--- config.mk ---
export PLATFORM = sky130hd
export DESIGN_NAME = memory_stage
export DESIGN_NICKNAME = d
export VERILOG_FILES = /design/src/rtl/memory_stage.sv
export SDC_FILE = /design/constraint.sdc
export NUM_CORES = 1
export LEC_CHECK = 0
export ABC_AREA = 1
export BUFFER_PORTS_ARGS = -buffer_cell sky130_fd_sc_hd__buf_2
export CAP_MARGIN = 10
export CORE_MARGIN = 1
export CORE_UTILIZATION = 48
export DETAILED_ROUTE_END_ITERATION = 16
export GPL_ROUTABILITY_DRIVEN = 0
export PLACE_DENSITY = 0.86
export SYNTH_ARGS = -nofsm -noshare
export SYNTH_HDL_FRONTEND = slang
export SYNTH_SLANG_ARGS = --single-unit
--- constraint.sdc ---
create_clock -name clk -period 7 [get_ports clk]
set_input_delay 0.35 -clock clk [delete_from_list [all_inputs] [get_ports clk]]
set_output_delay 0.35 -clock clk [all_outputs]
set_load 0.02 [all_outputs]
--- src/rtl/memory_stage.sv ---
// Pipeline MEM stage: drives a request/done data-memory access and registers MEM/WB values.
// Latency: 1 cycle for non-memory or zero-wait accesses, N+1 cycles for an N-wait access.
// Backpressure: stall is raised combinationally while an access is outstanding; bubbles enter MEM/WB.
//
// Ports:
//   clk, rst                     clock, asynchronous active-high reset
//   aluResult/storeData/setVal/nextPc, memEn/memWrt/regWrt/regWrtSrc/writeReg/halt/errIn
//                                EX/MEM values from the execute stage
//   memReq/memWr/memAddr/memWrData, memDone/memErr/memRdData
//                                data-memory request/done handshake
//   stall                        upstream hold request
//   memDataOut/aluOut/setValOut/nextPcOut/regWrtOut/regWrtSrcOut/writeRegOut/haltOut/err
//                                registered MEM/WB values for writeback
module memory_stage #(
    parameter int TIMEOUT = 15
) (
    input  logic        clk,
    input  logic        rst,
    input  logic [15:0] aluResult,
    input  logic [15:0] storeData,
    input  logic [15:0] setVal,
    input  logic [15:0] nextPc,
    input  logic        memEn,
    input  logic        memWrt,
    input  logic        regWrt,
    input  logic [2:0]  regWrtSrc,
    input  logic [2:0]  writeReg,
    input  logic        halt,
    input  logic        errIn,
    input  logic        memDone,
    input  logic        memErr,
    input  logic [15:0] memRdData,
    output logic        memReq,
    output logic        memWr,
    output logic [15:0] memAddr,
    output logic [15:0] memWrData,
    output logic        stall,
    output logic [15:0] memDataOut,
    output logic [15:0] aluOut,
    output logic [15:0] setValOut,
    output logic [15:0] nextPcOut,
    output logic        regWrtOut,
    output logic [2:0]  regWrtSrcOut,
    output logic [2:0]  writeRegOut,
    output logic        haltOut,
    output logic        err
);

    typedef enum logic {
        ST_IDLE,
        ST_WAIT
    } state_t;

    localparam logic [7:0] WAIT_LAST = 8'(TIMEOUT - 1);

    state_t     state;
    logic [7:0] waitCnt;
    logic       reqIdle;
    logic       memAck;
    logic       timeout;

    // A halted instruction never touches memory.
    assign reqIdle = (state == ST_IDLE) && memEn && !halt;

    // Request is held through WAIT, including the timeout cycle itself, so a
    // memDone arriving on that same cycle still completes the access cleanly.
    assign memReq    = !rst && ((state == ST_WAIT) || reqIdle);
    assign memWr     = memReq && memWrt;
    assign memAddr   = aluResult;
    assign memWrData = storeData;

    assign memAck  = memReq && memDone;
    assign timeout = !rst && (state == ST_WAIT) && (waitCnt == WAIT_LAST) && !memDone;
    assign stall   = memReq && !memDone && !timeout;

    always_ff @(posedge clk or posedge rst) begin
        if (rst) begin
            state        <= ST_IDLE;
            waitCnt      <= 8'd0;
            memDataOut   <= 16'd0;
            aluOut       <= 16'd0;
            setValOut    <= 16'd0;
            nextPcOut    <= 16'd0;
            regWrtOut    <= 1'b0;
            regWrtSrcOut <= 3'd0;
            writeRegOut  <= 3'd0;
            haltOut      <= 1'b0;
            err          <= 1'b0;
        end else begin
            case (state)
                ST_IDLE: begin
                    if (stall) begin
                        state   <= ST_WAIT;
                        waitCnt <= 8'd0;
                    end
                end
                ST_WAIT: begin
                    if (!stall) begin
                        state <= ST_IDLE;
                    end else begin
                        waitCnt <= waitCnt + 8'd1;
                    end
                end
                default: state <= ST_IDLE;
            endcase

            if (stall) begin
                // Bubble: kill the side-effecting bits, leave data fields as they were.
                regWrtOut <= 1'b0;
                haltOut   <= 1'b0;
                err       <= 1'b0;
            end else begin
                aluOut       <= aluResult;
                setValOut    <= setVal;
                nextPcOut    <= nextPc;
                regWrtSrcOut <= regWrtSrc;
                writeRegOut  <= writeReg;
                haltOut      <= halt;
                // An abandoned access must not write back garbage.
                regWrtOut    <= regWrt && !timeout;
                err          <= errIn || (memAck && memErr) || timeout;
                memDataOut   <= (memAck && !memWrt) ? memRdData : 16'd0;
            end
        end
    end

endmodule

Word level (Yosys, flattened, before mapping)
Index checks and enable logic that the tools add are counted.
{ "word_totals": {"input_bits": 95, "wordCells": 46, "register_bits": 82, "output_inout_bits": 108} }
{ "classes": {"reduce_logical": 22, "n_eq_ne": 3, "bitwise": 1, "n_mux": 8, "add_sub_neg": 1} }
{ "ops": {"columns": ["cell", "count"], "rows": [
  ["16-bit 2-to-1 mux", 1],
  ["8-bit 2-to-1 mux", 2],
  ["8-bit one-hot mux with 2 select lines", 1],
  ["1-bit logical AND", 13],
  ["8-bit by 1-bit adder with 8-bit output, second input constant", 1],
  ["8-bit by 4-bit == test with 1-bit output, second input constant", 1],
  ["1-bit logical NOT", 5],
  ["1-bit 2-to-1 mux", 4],
  ["2-bit inequality test, second input constant", 2],
  ["1-bit logical OR", 3],
  ["2-bit AND reduction", 1],
  ["1-bit NOT", 1]
]} }

Depth between registers and ports, before layout
Gate-level depths: netlist (run 1).
{ "depth": {"word_depth": 10, "ltp_mapped": 11, "ltp_nobuf": 9} }

Least setup slack after synthesis (run 1)
Ideal clock, no wire load.
{ "synth_path": {"path_kind": "in2out", "startpoint": "input port rst", "endpoint": "output port stall", "stages": 7, "t_arrival_ps": 2843, "path_buffers": 1, "slack_ps": 3807, "required_time_ps": 6650, "path_cell_list": "inv_1 -> nand2_1 -> nor2_1 -> nand3_1 -> nand2_2 -> inv_2 -> buf_2"} }
{ "synth_between": {"elab_chain_len": 6, "word_cells_on_any_way": 8, "classes_between": "reduce/logical (8)"} }
{ "synth_lines": {"columns": ["element", "line_no", "source"], "rows": [
  ["start, declared", "18", "input logic rst,"],
  ["1-bit logical NOT (no source line) *", null, null],
  ["1-bit logical AND (3 in a row)", "73", "assign timeout = !rst && (state == ST_WAIT) && (waitCnt == WAIT_LAST) && !memDone;"],
  ["1-bit logical NOT", "74", "assign stall = memReq && !memDone && !timeout;"],
  ["1-bit logical AND *", "74", null],
  ["end, declared", "37", "output logic stall,"]
]} }
Every way passes the cells marked *; elsewhere a longest branch is shown, timed or not.

Worst setup path in the final report (run 1)
Ends and elaborated chain as after synthesis.

==> metrics.md, run 1 <==
| Metric | Value |
|---|---|
| Die H | `88.6 um` |
| TritonCTS clock tree | `done` |
| Worst Reg2Reg Path Length in Cells | `10` |
| Reg-to-Reg Start | `waitCnt[0]` |
| Total die area | `roughly 0.008 mm^2` |
| Port Buffers | `170` |
| Cts hold-fix bufs | `1` |
| Synth Net Count | `approximately 520` |
| Clock slew at reported path FFs | `about 0.090 ns` |
| Top-area cell type share of the netlist area | `56.9%` |
| Distinct cell type count after synthesis | `23` |
| Pins Over Slew Limit | `0` |
| Total CTS buffers | `9` |
| GR Overflow Total | `0` |
| Crit path arrival time | `3.20 ns` |
| Net load switching power | `approximately 280 uW` |
| Register area share after synthesis | `between 50 and 60%` |
| Final wirelength | `7840 um` |
| Worst hold path class | `primary input to flip-flop` |
| First-pass GRT wire length | `around 12,000 um` |
| Syn. warnings | `0` |
| CP Capture Type | `primary output` |
| Required time of the critical path | `6.65 ns` |
| Synthesized area | `approximately 0.0036 mm^2` |
| Row count | `31` |
| I/O pin cnt | `roughly 200` |
| Post-route minimum period | `3.55 ns` |
| Final Hold Vio Count | `0` |
| DR WL/cell | `roughly 12 um` |
| Max Clock Skew | `between 0.01 and 0.015 ns` |
| Starting Density | `49.7%` |
| Fill cells | `665` |
| Avg Inst Size Synth | `8.58 um^2` |
| Post-DRT Antenna Nets | `0` |
| Clk_lat worst skew | `0.34 ns` |
| Setup_tns | `0 ns` |
| Reg2reg end | `aluOut[9]` |
| Clock power frac | `34.7%` |
| CP Class | `primary input to primary output` |
| Worst slew pin tran | `between 1 and 1.5 ns` |
| Int Pwr | `739 uW` |
| Tcrit/Tclk final | `50.7%` |
| Maximum capacitance violations | `0` |
| Placeable Area | `0.00725 mm^2` |
| Multi-input gate area | `~0.0011 mm^2` |
| Drt initial violations | `115` |
| Crit path capture | `stall` |
| Maximum clock frequency | `roughly 280 MHz` |
| VDD IR max | `155 uV` |
| N_diodes | `0` |
| FF+latch count, synth | `82` |
| Worst setup SP type | `primary input` |
| Reg2reg setup slack | `between 4 and 5 ns` |
| DR vias | `3,085` |
| Clock root buffer | `clkbuf_8` |
| Initial antenna violation count | `0` |
| Final setup vio count | `0` |
| Yosys top cell by area | `dfrtp_1` |
| # H-tree levels | `3` |
| Worst Path Max Fanout | `75` |
| Pwr dens | `between 200 and 250 mW/mm^2` |
| Setup bufs post-CTS | `0` |
| Vias in the first global route | `about 2,700` |
| Post-cts resize count | `0` |
| Clk sinks | `a little over 80` |
| Total power | `1020 uW` |
| Status | `finished, final reports clean` |
| Combinational Power Share | `14.6%` |
| Post-synthesis instance total | `420` |
| Leakage power | `approximately 0.0026 uW` |
| HPWL Detailed | `roughly 5500 um` |
| Max_slew headroom | `19.2%` |
| CTS Buffer Depth | `2` |
| Synth top area cells | `dfrtp_1, nand2_1, buf_4` |
| Die Span X | `88.6 um` |
| Worst Setup SP | `rst` |
| Largest net degree at the start of global routing | `between 70 and 80` |
| DRT Pass-1 Iters | `4` |
| Share of power burned in registers | `50.7%` |
| Layout cell share with drive strength beyond 1 | `35.3%` |
| Via-to-Cell Ratio | `around 4.7` |
| Total track usage | `19.2%` |
| Remaining DRCs | `0` |
| Area Growth Syn to Fin | `23.9%` |
| RSZ-0062 raised after global routing | `no` |
| Sw Ratio | `a little over a quarter` |
| Nets | `653` |
| Area occupied by registers | `0.00205 mm^2` |
==> cell usage after synthesis <==
| library cell | n |
|---|---|
| nand2_4 | 1 |
| buf_2 | 5 |
| nor2_4 | 1 |
| clkbuf_1 | 3 |
| o21ai_0 | 8 |
| inv_1 | 10 |
| nand2_1 | 237 |
| a21oi_1 | 1 |
| xor2_1 | 1 |
| xnor2_1 | 1 |
| nor3_4 | 1 |
| nand4_1 | 1 |
| buf_6 | 8 |
| nand3_1 | 7 |
| dfrtp_1 | 82 |
| or2_2 | 1 |
| nand2_2 | 2 |
| inv_2 | 3 |
| o21bai_1 | 1 |
| buf_4 | 32 |
| ha_1 | 2 |
| nor2_1 | 10 |
| nand3b_1 | 2 |
==> registers in the layout, indices dropped and copies added, names as in the netlist, 3 cells and up <==
name          count
aluOut           16
regWrtSrcOut      3
waitCnt           8
writeRegOut       3
nextPcOut        16
setValOut        16
memDataOut       16
==> cell usage in the layout (no fill, tap or decap), types with 3 or more instances in the layout <==
master,n
clkbuf_8,11
nand3_1,7
buf_2,170
inv_2,3
nand2_1,237
nor2_1,10
dfrtp_1,82
inv_1,9
o21ai_0,8
==> layer usage <==
layer / GRT usage (%) / up-vias / part of all wire [%] / wire [um]
met4: 8.06 / 0 / 1.2 / 95
met5: 0 / - / 0 / 0
li1: - / 1510 / - / -
met2: 34.6 / 132 / 50 / 3920
met3: 4.10 / 8 / 6.7 / 523
met1: 22.1 / 1435 / 42 / 3310
==> metrics by stage <==
stage | cells | utilization, % | setup slack, ns | hold WS (ns) | instance area, um^2
4_1_cts | 659 | 61.3 | 2.88 | 0.193 | 4440
5_1_grt | 660 | 61.5 | 3.22 | 0.205 | 4460
2_1_floorplan | 420 | - | 3.81 | 0.467 | 3600
3_3_place_gp | 642 | 58.2 | 3.52 | 0.267 | 4220
3_5_place_dp | 642 | 58.2 | 3.43 | 0.274 | 4220
6_report | 660 | 61.5 | 3.45 | 0.206 | 4460
==> worst max-delay path, cell delays in order <==
cell           delay [ns]
dlygate4sd3_1        0.52
buf_2                0.12
clkinv_2             0.17
nand2_1              0.11
nor2_1               0.04
nand3_1              0.10
nand2_2              0.23
buf_12               0.28
inv_2                0.87
buf_2                0.33
==> worst min path at each step <==
stage / to / depth (start not counted) / startpoint / slack (ns)
after floorplan: aluOut[0] / 2 / aluResult[0] / 0.47
after global placement: memDataOut[0] / 2 / rst / 0.27
after detailed placement: waitCnt[7] / 2 / rst / 0.27
after CTS: regWrtSrcOut[2] / 3 / regWrtSrc[2] / 0.19
after global routing: setValOut[14] / 3 / setVal[14] / 0.20
final: regWrtSrcOut[2] / 3 / regWrtSrc[2] / 0.21
==> kinds of logic (layout without fill, tap and decap cells) <==
| family | count (synthesis) | count (layout) | share of synthesized area [%] |
|---|---|---|---|
| adder cells (fa/ha/maj) | 2 | 2 | 0.694 |
| AO/OA/AOI/OAI | 10 | 10 | 1.46 |
| buffers and inverters | 61 | 202 | 11.5 |
| AND/OR/NAND/NOR | 263 | 263 | 28.9 |
| XOR/XNOR | 2 | 2 | 0.486 |
| flip-flops | 82 | 82 | 56.9 |
==> area by class of cell <==
| type | count | share of cell area [%] |
|---|---|---|
| flip-flops and latches | 82 | 46.0 |
| multi-input cells | 277 | 25.4 |
| repair buffers | 173 | 19.9 |
| clock buffers | 11 | 3.39 |
| well taps | 99 | 2.77 |
| clock inverters | 5 | 1.40 |
| inverters | 13 | 1.12 |
==> power by group through the flow <==
stage | combinational [uW] | clock (uW) | sequential, uW
after floorplan | 72.7 | 0 | 557
after global placement | 146 | 0 | 524
after detailed placement | 150 | 0 | 525
after CTS | 150 | 362 | 516
after global routing | 164 | 378 | 520
final | 149 | 354 | 516
No activity file was read; power rests on OpenSTA's default activity.
==> run 2: changes to the inputs <==
--- a/config.mk
+++ b/config.mk
@@ -9,10 +9,10 @@
 export BUFFER_PORTS_ARGS = -buffer_cell sky130_fd_sc_hd__buf_2
 export CAP_MARGIN = 10
 export CORE_MARGIN = 1
-export CORE_UTILIZATION = 48
+export CORE_UTILIZATION = 44
 export DETAILED_ROUTE_END_ITERATION = 16
 export GPL_ROUTABILITY_DRIVEN = 0
-export PLACE_DENSITY = 0.86
+export PLACE_DENSITY = 0.8
 export SYNTH_ARGS = -nofsm -noshare
 export SYNTH_HDL_FRONTEND = slang
 export SYNTH_SLANG_ARGS = --single-unit
==> constraint.sdc (replaced) <==
create_clock -name clk -period 3.6 [get_ports clk]
set_input_delay 0.18 -clock clk [delete_from_list [all_inputs] [get_ports clk]]
set_output_delay 0.18 -clock clk [all_outputs]
set_load 0.02 [all_outputs]
==> metrics.md, run 2 (synthesized netlist as in run 1, its figures left out) <==
| Metric | Value |
|---|---|
| Status | `finished, final reports clean` |
| GR Overflow Total | `0 (unchanged)` |
| Worst slew pin tran | `0.826 ns (-0.386 ns)` |
| Clock root buffer | `clkbuf_8` |
| Worst hold path class | `primary input to flip-flop` |
| Clk_lat worst skew | `0.35 ns (about the same)` |
| Pwr dens | `466 mW/mm^2 (+100%)` |
| Worst Path Max Fanout | `52 (-31%)` |
| Final setup vio count | `0 (unchanged)` |
| Sink of the worst hold path | `setValOut[13]` |
| Final Instance Area | `0.00451 mm^2 (+0.98%)` |
| Max Clock Skew | `0.0135 ns (+0.00115 ns)` |
| Hold wc startpoint | `setVal[13]` |
| Largest net degree at the start of global routing | `70 (-7.9%)` |
| Placeable Area | `0.00781 mm^2 (+7.6%)` |
| Pins Over Slew Limit | `0 (unchanged)` |
| I/O pin cnt | `203 (unchanged)` |
| Layout cell share with drive strength beyond 1 | `35.5% (+0.23 points)` |
| Highest metal layer with signal wires | `met4` |
| CTS Buffer Depth | `2 (unchanged)` |
| Setup_tns | `0 ns (unchanged)` |
| Reg2reg setup slack | `1.44 ns (-2.93 ns)` |
| DP Area | `0.00425 mm^2 (+0.62%)` |
| Final core area utilization | `57.7% (-3.8 points)` |
| VDD IR max | `224 uV (+45%)` |
| Clock slew at reported path FFs | `0.09 ns (about the same)` |
| Via-to-Cell Ratio | `4.58 (-2.0%)` |
| Total power | `2100 uW (+110%)` |
| # H-tree levels | `3 (unchanged)` |
| DRT Pass-1 Iters | `4 (unchanged)` |
| Reg-to-Reg Start | `waitCnt[0]` |
| Maximum capacitance violations | `0 (unchanged)` |
| Post-DRT Antenna Nets | `0 (unchanged)` |
| Most common cell after layout, fill and taps aside | `nand2_1` |
| Nets | `655 (+0.31%)` |
| Required time of the critical path | `3.42 ns (-3.23 ns)` |
| Metal3 WL | `560 um (+7.1%)` |
| Fill cells | `747 (+12%)` |
| Total die area | `0.00856 mm^2 (+8.9%)` |
| DR vias | `3,046 (-1.3%)` |
| CP Class | `primary input to primary output` |
| Total track usage | `19.1% (-0.12 points)` |
| CP Capture Type | `primary output` |
| Hold depth | `3 (unchanged)` |
| Worst Reg2Reg Path Length in Cells | `10 (unchanged)` |
| First-pass GRT wire length | `12,800 um (+10%)` |
| Initial antenna violation count | `0 (unchanged)` |
| Final wirelength | `7760 um (-1.1%)` |
| Die Span X | `92.5 um (+4.3%)` |
| Reg2reg end | `setValOut[14]` |
| Maximum clock frequency | `414 MHz` |
| Setup bufs post-CTS | `0 (unchanged)` |
| Metal2 WL | `3710 um (-5.3%)` |
| Final Hold Vio Count | `0 (unchanged)` |
| Area Growth Syn to Fin | `25.1%` |
| Worst setup SP type | `primary input` |
| Starting Density | `46.2% (-3.5 points)` |
| Max_slew headroom | `44.8% (+26 points)` |
| Post-cts resize count | `0 (unchanged)` |
| Remaining DRCs | `0 (unchanged)` |
| HPWL Detailed | `5550 um (+1.6%)` |
| Total CTS buffers | `9 (unchanged)` |
| Post-route minimum period | `around 2.4 ns` |
| N_diodes | `0 (unchanged)` |
| Row count | `32 (+3.2%)` |
| Clk sinks | `82 (unchanged)` |
| TritonCTS clock tree | `done` |
| RSZ-0062 raised after global routing | `no` |
| DR WL/cell | `11.7 um (-1.9%)` |
| Vias in the first global route | `2,863 (+6.8%)` |
| Crit path arrival time | `2.24 ns (-0.96 ns)` |
| Drt initial violations | `131 (+14%)` |
| Tcrit/Tclk final | `67.2%` |
| Die H | `92.5 um (+4.3%)` |
| Port Buffers | `170 (unchanged)` |
| Most frequent cells in the layout | `nand2_1, buf_2, dfrtp_1` |
| Post-Route M1 WL | `3330 um (+0.79%)` |
| Leakage power | `0.00261 uW (+0.81%)` |
## run 2: per-stage QoR
| step | instances | hold WS [ns] | setup slack, ns |
|---|---|---|---|
| 2_1_floorplan | 420 | 0.297 | 0.649 |
| 4_1_cts | 665 | 0.0116 | 1.16 |
| 3_3_place_gp | 648 | 0.115 | 1.50 |
| 5_1_grt | 665 | 0.00833 | 0.999 |
| 3_5_place_dp | 648 | 0.114 | 1.45 |
| 6_report | 665 | 0.0273 | 1.18 |
## run 2: area by class of cell
| cell class | instances | area [um^2] | share of cell area (%) |
|---|---|---|---|
| Tap cell | 102 | 128 | 2.83 |
| Clock buffer | 10 | 138 | 3.05 |
| Timing Repair Buffer | 175 | 891 | 19.8 |
| Inverter | 13 | 50.0 | 1.11 |
| Multi-Input combinational cell | 277 | 1140 | 25.2 |
| Clock inverter | 6 | 114 | 2.53 |
| Sequential cell | 82 | 2050 | 45.5 |
## run 2: worst max path at each step
| stage | depth (start not counted) | slack (ns) | start | end |
|---|---|---|---|---|
| global placement | 10 | 1.50 | waitCnt[0] | setValOut[0] |
| finish | 9 | 1.18 | rst | stall |
| CTS | 9 | 1.16 | rst | stall |
| floorplan | 10 | 0.65 | rst | aluOut[0] |
| global route | 9 | 1.0 | rst | stall |
| detailed placement | 10 | 1.45 | waitCnt[0] | setValOut[14] |
## run 2: timing repair
action,4_1_cts,5_1_grt
hold buffers,1,0
hold endpoints to repair,7,0
endpoints found under the setup margin,0,0
## run 2: per-layer routing
layer / track usage (%) / up-vias
met4: 9.11 / 0
met5: 0 / -
met3: 4.93 / 14
li1: - / 1515
met1: 22.5 / 1389
met2: 32.5 / 128
## run 2: where the power goes
part           switching, uW  leakage (uW)  total (uW)  internal, uW
sequential              30.3       0.00102        1000           973
combinational            185       0.00148         287           102
clock                    329      0.000119         810           481
## run 2: worst max-delay path: stages
cell           delay [ns]
dlygate4sd3_1        0.53
buf_2                0.12
clkinv_2             0.19
nand2_1              0.11
nor2_1               0.04
nand3_1              0.09
nand2_2              0.07
inv_2                0.60
buf_2                0.30
==> run 3: changes to the inputs <==
==> constraint.sdc (replaced) <==
create_clock -name clk -period 2.25 [get_ports clk]
set_input_delay 0.1125 -clock clk [delete_from_list [all_inputs] [get_ports clk]]
set_output_delay 0.1125 -clock clk [all_outputs]
set_load 0.02 [all_outputs]
==> metrics.md, run 3 (synthesized netlist as in run 1, its figures left out) <==
| Metric | Value |
|---|---|
| RSZ-0062 raised after global routing | `no` |
| Initial antenna violation count | `0 (unchanged)` |
| Reg2reg end | `waitCnt[5]` |
| Max_slew headroom | `32.5% (-12 points)` |
| Maximum clock frequency | `~510 MHz` |
| Final setup vio count | `0 (unchanged)` |
| Reg-to-Reg Start | `waitCnt[0]` |
| Starting Density | `46.2% (unchanged)` |
| Most common cell after layout, fill and taps aside | `nand2_1` |
| Required time of the critical path | `2.14 ns (-1.28 ns)` |
| Cells after DPL | `649 (+0.15%)` |
| Clk_lat worst skew | `0.34 ns (about the same)` |
| Total track usage | `23.3% (+4.2 points)` |
| CP Class | `flip-flop to primary output` |
| I/O pin cnt | `203 (unchanged)` |
| Max Clock Skew | `0.00725 ns (-0.00625 ns)` |
| # H-tree levels | `3 (unchanged)` |
| Tcrit/Tclk final | `87.5%` |
| Slowest CP cell | `dfrtp_1` |
| First-pass GRT wire length | `15,600 um (+22%)` |
| Post-route minimum period | `1.97 ns` |
| Area occupied by registers | `0.00205 mm^2 (unchanged)` |
| N_diodes | `0 (unchanged)` |
| Worst slew pin tran | `1.01 ns (+0.186 ns)` |
| CP Depth | `8 (-1)` |
| Pwr dens | `652 mW/mm^2 (+40%)` |
| Most frequent cells in the layout | `nand2_1, buf_2, dfrtp_1` |
| DRT Pass-1 Iters | `4 (unchanged)` |
| Hold slack | `0.0540 ns (+0.0267 ns)` |
| Buf+Inv Stages, Crit Path | `3 (-2)` |
| GR Overflow Total | `0 (unchanged)` |
| Setup_tns | `0 ns (unchanged)` |
| Worst hold path class | `primary input to flip-flop` |
| Drt initial violations | `114 (-13%)` |
| TritonCTS clock tree | `done` |
| Die Span X | `92.5 um (unchanged)` |
| Leakage power | `0.00290 uW (+11%)` |
| Final wirelength | `9710 um (+25%)` |
| Worst Reg2Reg Path Length in Cells | `8 (-2)` |
| Final Hold Vio Count | `0 (unchanged)` |
| Clock root buffer | `clkbuf_8` |
| Multi-input gate area | `0.00114 mm^2 (+0.44%)` |
| Via-to-Cell Ratio | `4.66 (+1.7%)` |
| Row count | `32 (unchanged)` |
| Final Instance Area | `0.00522 mm^2 (+16%)` |
| CP max stage delay | `0.39 ns (-0.21 ns)` |
| Status | `finished, final reports clean` |
| Vias in the first global route | `3,481 (+22%)` |
| Area Growth Syn to Fin | `45.0%` |
| Critical-path cell list | `inv_1, ha_1, nand2_1, nor2_1, nand3_1, nand2_4, inv_4, buf_2` |
| Post-DRT Antenna Nets | `0 (unchanged)` |
| Worst setup SP type | `flip-flop` |
| CP Capture Type | `primary output` |
| Finished Layout Cells | `736 (+11%)` |
| Port Buffers | `170 (unchanged)` |
| Maximum capacitance violations | `0 (unchanged)` |
| Largest net degree at the start of global routing | `83 (+19%)` |
| Total die area | `0.00856 mm^2 (unchanged)` |
| Pins Over Slew Limit | `0 (unchanged)` |
| Placeable Area | `0.00781 mm^2 (unchanged)` |
| DP Area | `0.00426 mm^2 (+0.35%)` |
| Nets | `728 (+11%)` |
| Crit path capture | `stall` |
| Die H | `92.5 um (unchanged)` |
| Worst Path Max Fanout | `38 (-27%)` |
| Clock slew at reported path FFs | `0.07 ns (-0.02 ns)` |
| Layout cell share with drive strength beyond 1 | `31.4% (-4.1 points)` |
| DR WL/cell | `13.2 um (+13%)` |
| Crit path arrival time | `1.86 ns (-0.38 ns)` |
| Reg2reg setup slack | `0.30 ns (-1.14 ns)` |
| Total CTS buffers | `9 (unchanged)` |
| Worst Setup SP | `waitCnt[0]` |
| VDD IR max | `318 uV (+42%)` |
| Critical path's top delay family | `buffers and inverters` |
| Remaining DRCs | `0 (unchanged)` |
| CTS Buffer Depth | `2 (unchanged)` |
| DR vias | `3,427 (+13%)` |
| Clk sinks | `82 (unchanged)` |
| Fill cells | `634 (-15%)` |
| HPWL Detailed | `5680 um (+2.5%)` |
run 3: cell count changes in the layout (fill, tap and decap cells not counted):
cell,previous run,this run
inv_2,3,2
nand2_2,2,1
clkinv_2,1,0
inv_4,0,1
clkbuf_8,10,9
buf_4,4,5
nand2_4,1,2
dlygate4sd3_1,1,73
clkinvlp_4,2,3
clkinv_4,1,0
run 3: worst min-delay path by stage:
stage / slack (ns) / cells after the start / start / endpoint
floorplan: 0.23 / 2 / aluResult[0] / aluOut[0]
global placement: 0.03 / 2 / rst / waitCnt[6]
detailed placement: 0.02 / 2 / rst / waitCnt[6]
CTS: 0.04 / 4 / errIn / err
global route: 0.06 / 4 / errIn / err
finish: 0.05 / 4 / errIn / err
run 3: stage by stage:
stage | util (%) | worst slack, ns | total power (uW)
after floorplan | - | -0.0151 | 1960
after global placement | 54.6 | 0.348 | 2090
after detailed placement | 54.6 | 0.250 | 2100
after CTS | 66.9 | 0.0439 | 3440
after global routing | 66.9 | 0.149 | 3570
final | 66.9 | 0.281 | 3410
run 3: metal layers:
layer	global-route usage, %	share of wire, %	vias to the layer above	routed length [um]
li1	-	-	1657	-
met1	25.3	38	1616	3730
met2	43.3	54	131	5200
met3	5.17	5.9	23	568
met4	9.64	2.2	0	209
met5	0	0	-	0
run 3: what timing repair did:
action                                  CTS  global route
hold endpoints to repair                 73             0
gates resized for setup                   0             2
hold buffers                             73             0
buffers inserted                          0             0
endpoints found under the setup margin    0             1
run 3: layout make-up:
class | count | area share [%]
clock buffer | 9 | 2.37
clock inverter | 5 | 2.01
inverter | 13 | 1.05
multi-input combinational | 277 | 21.8
sequential | 82 | 39.3
tap | 102 | 2.44
timing repair buffer | 248 | 31.0
run 3: report_power, final:
part | switching (uW) | internal, uW
clock | 502 | 725
sequential | 51.9 | 1560
combinational | 324 | 245
run 3: worst register-to-register path: stages (launching register included):
cell     delay (ns)
dfrtp_1        0.41
inv_1          0.10
ha_1           0.15
nand2_1        0.05
nor2_1         0.09
nand3_1        0.14
nand2_4        0.12
buf_4          0.54
o21ai_0        0.20
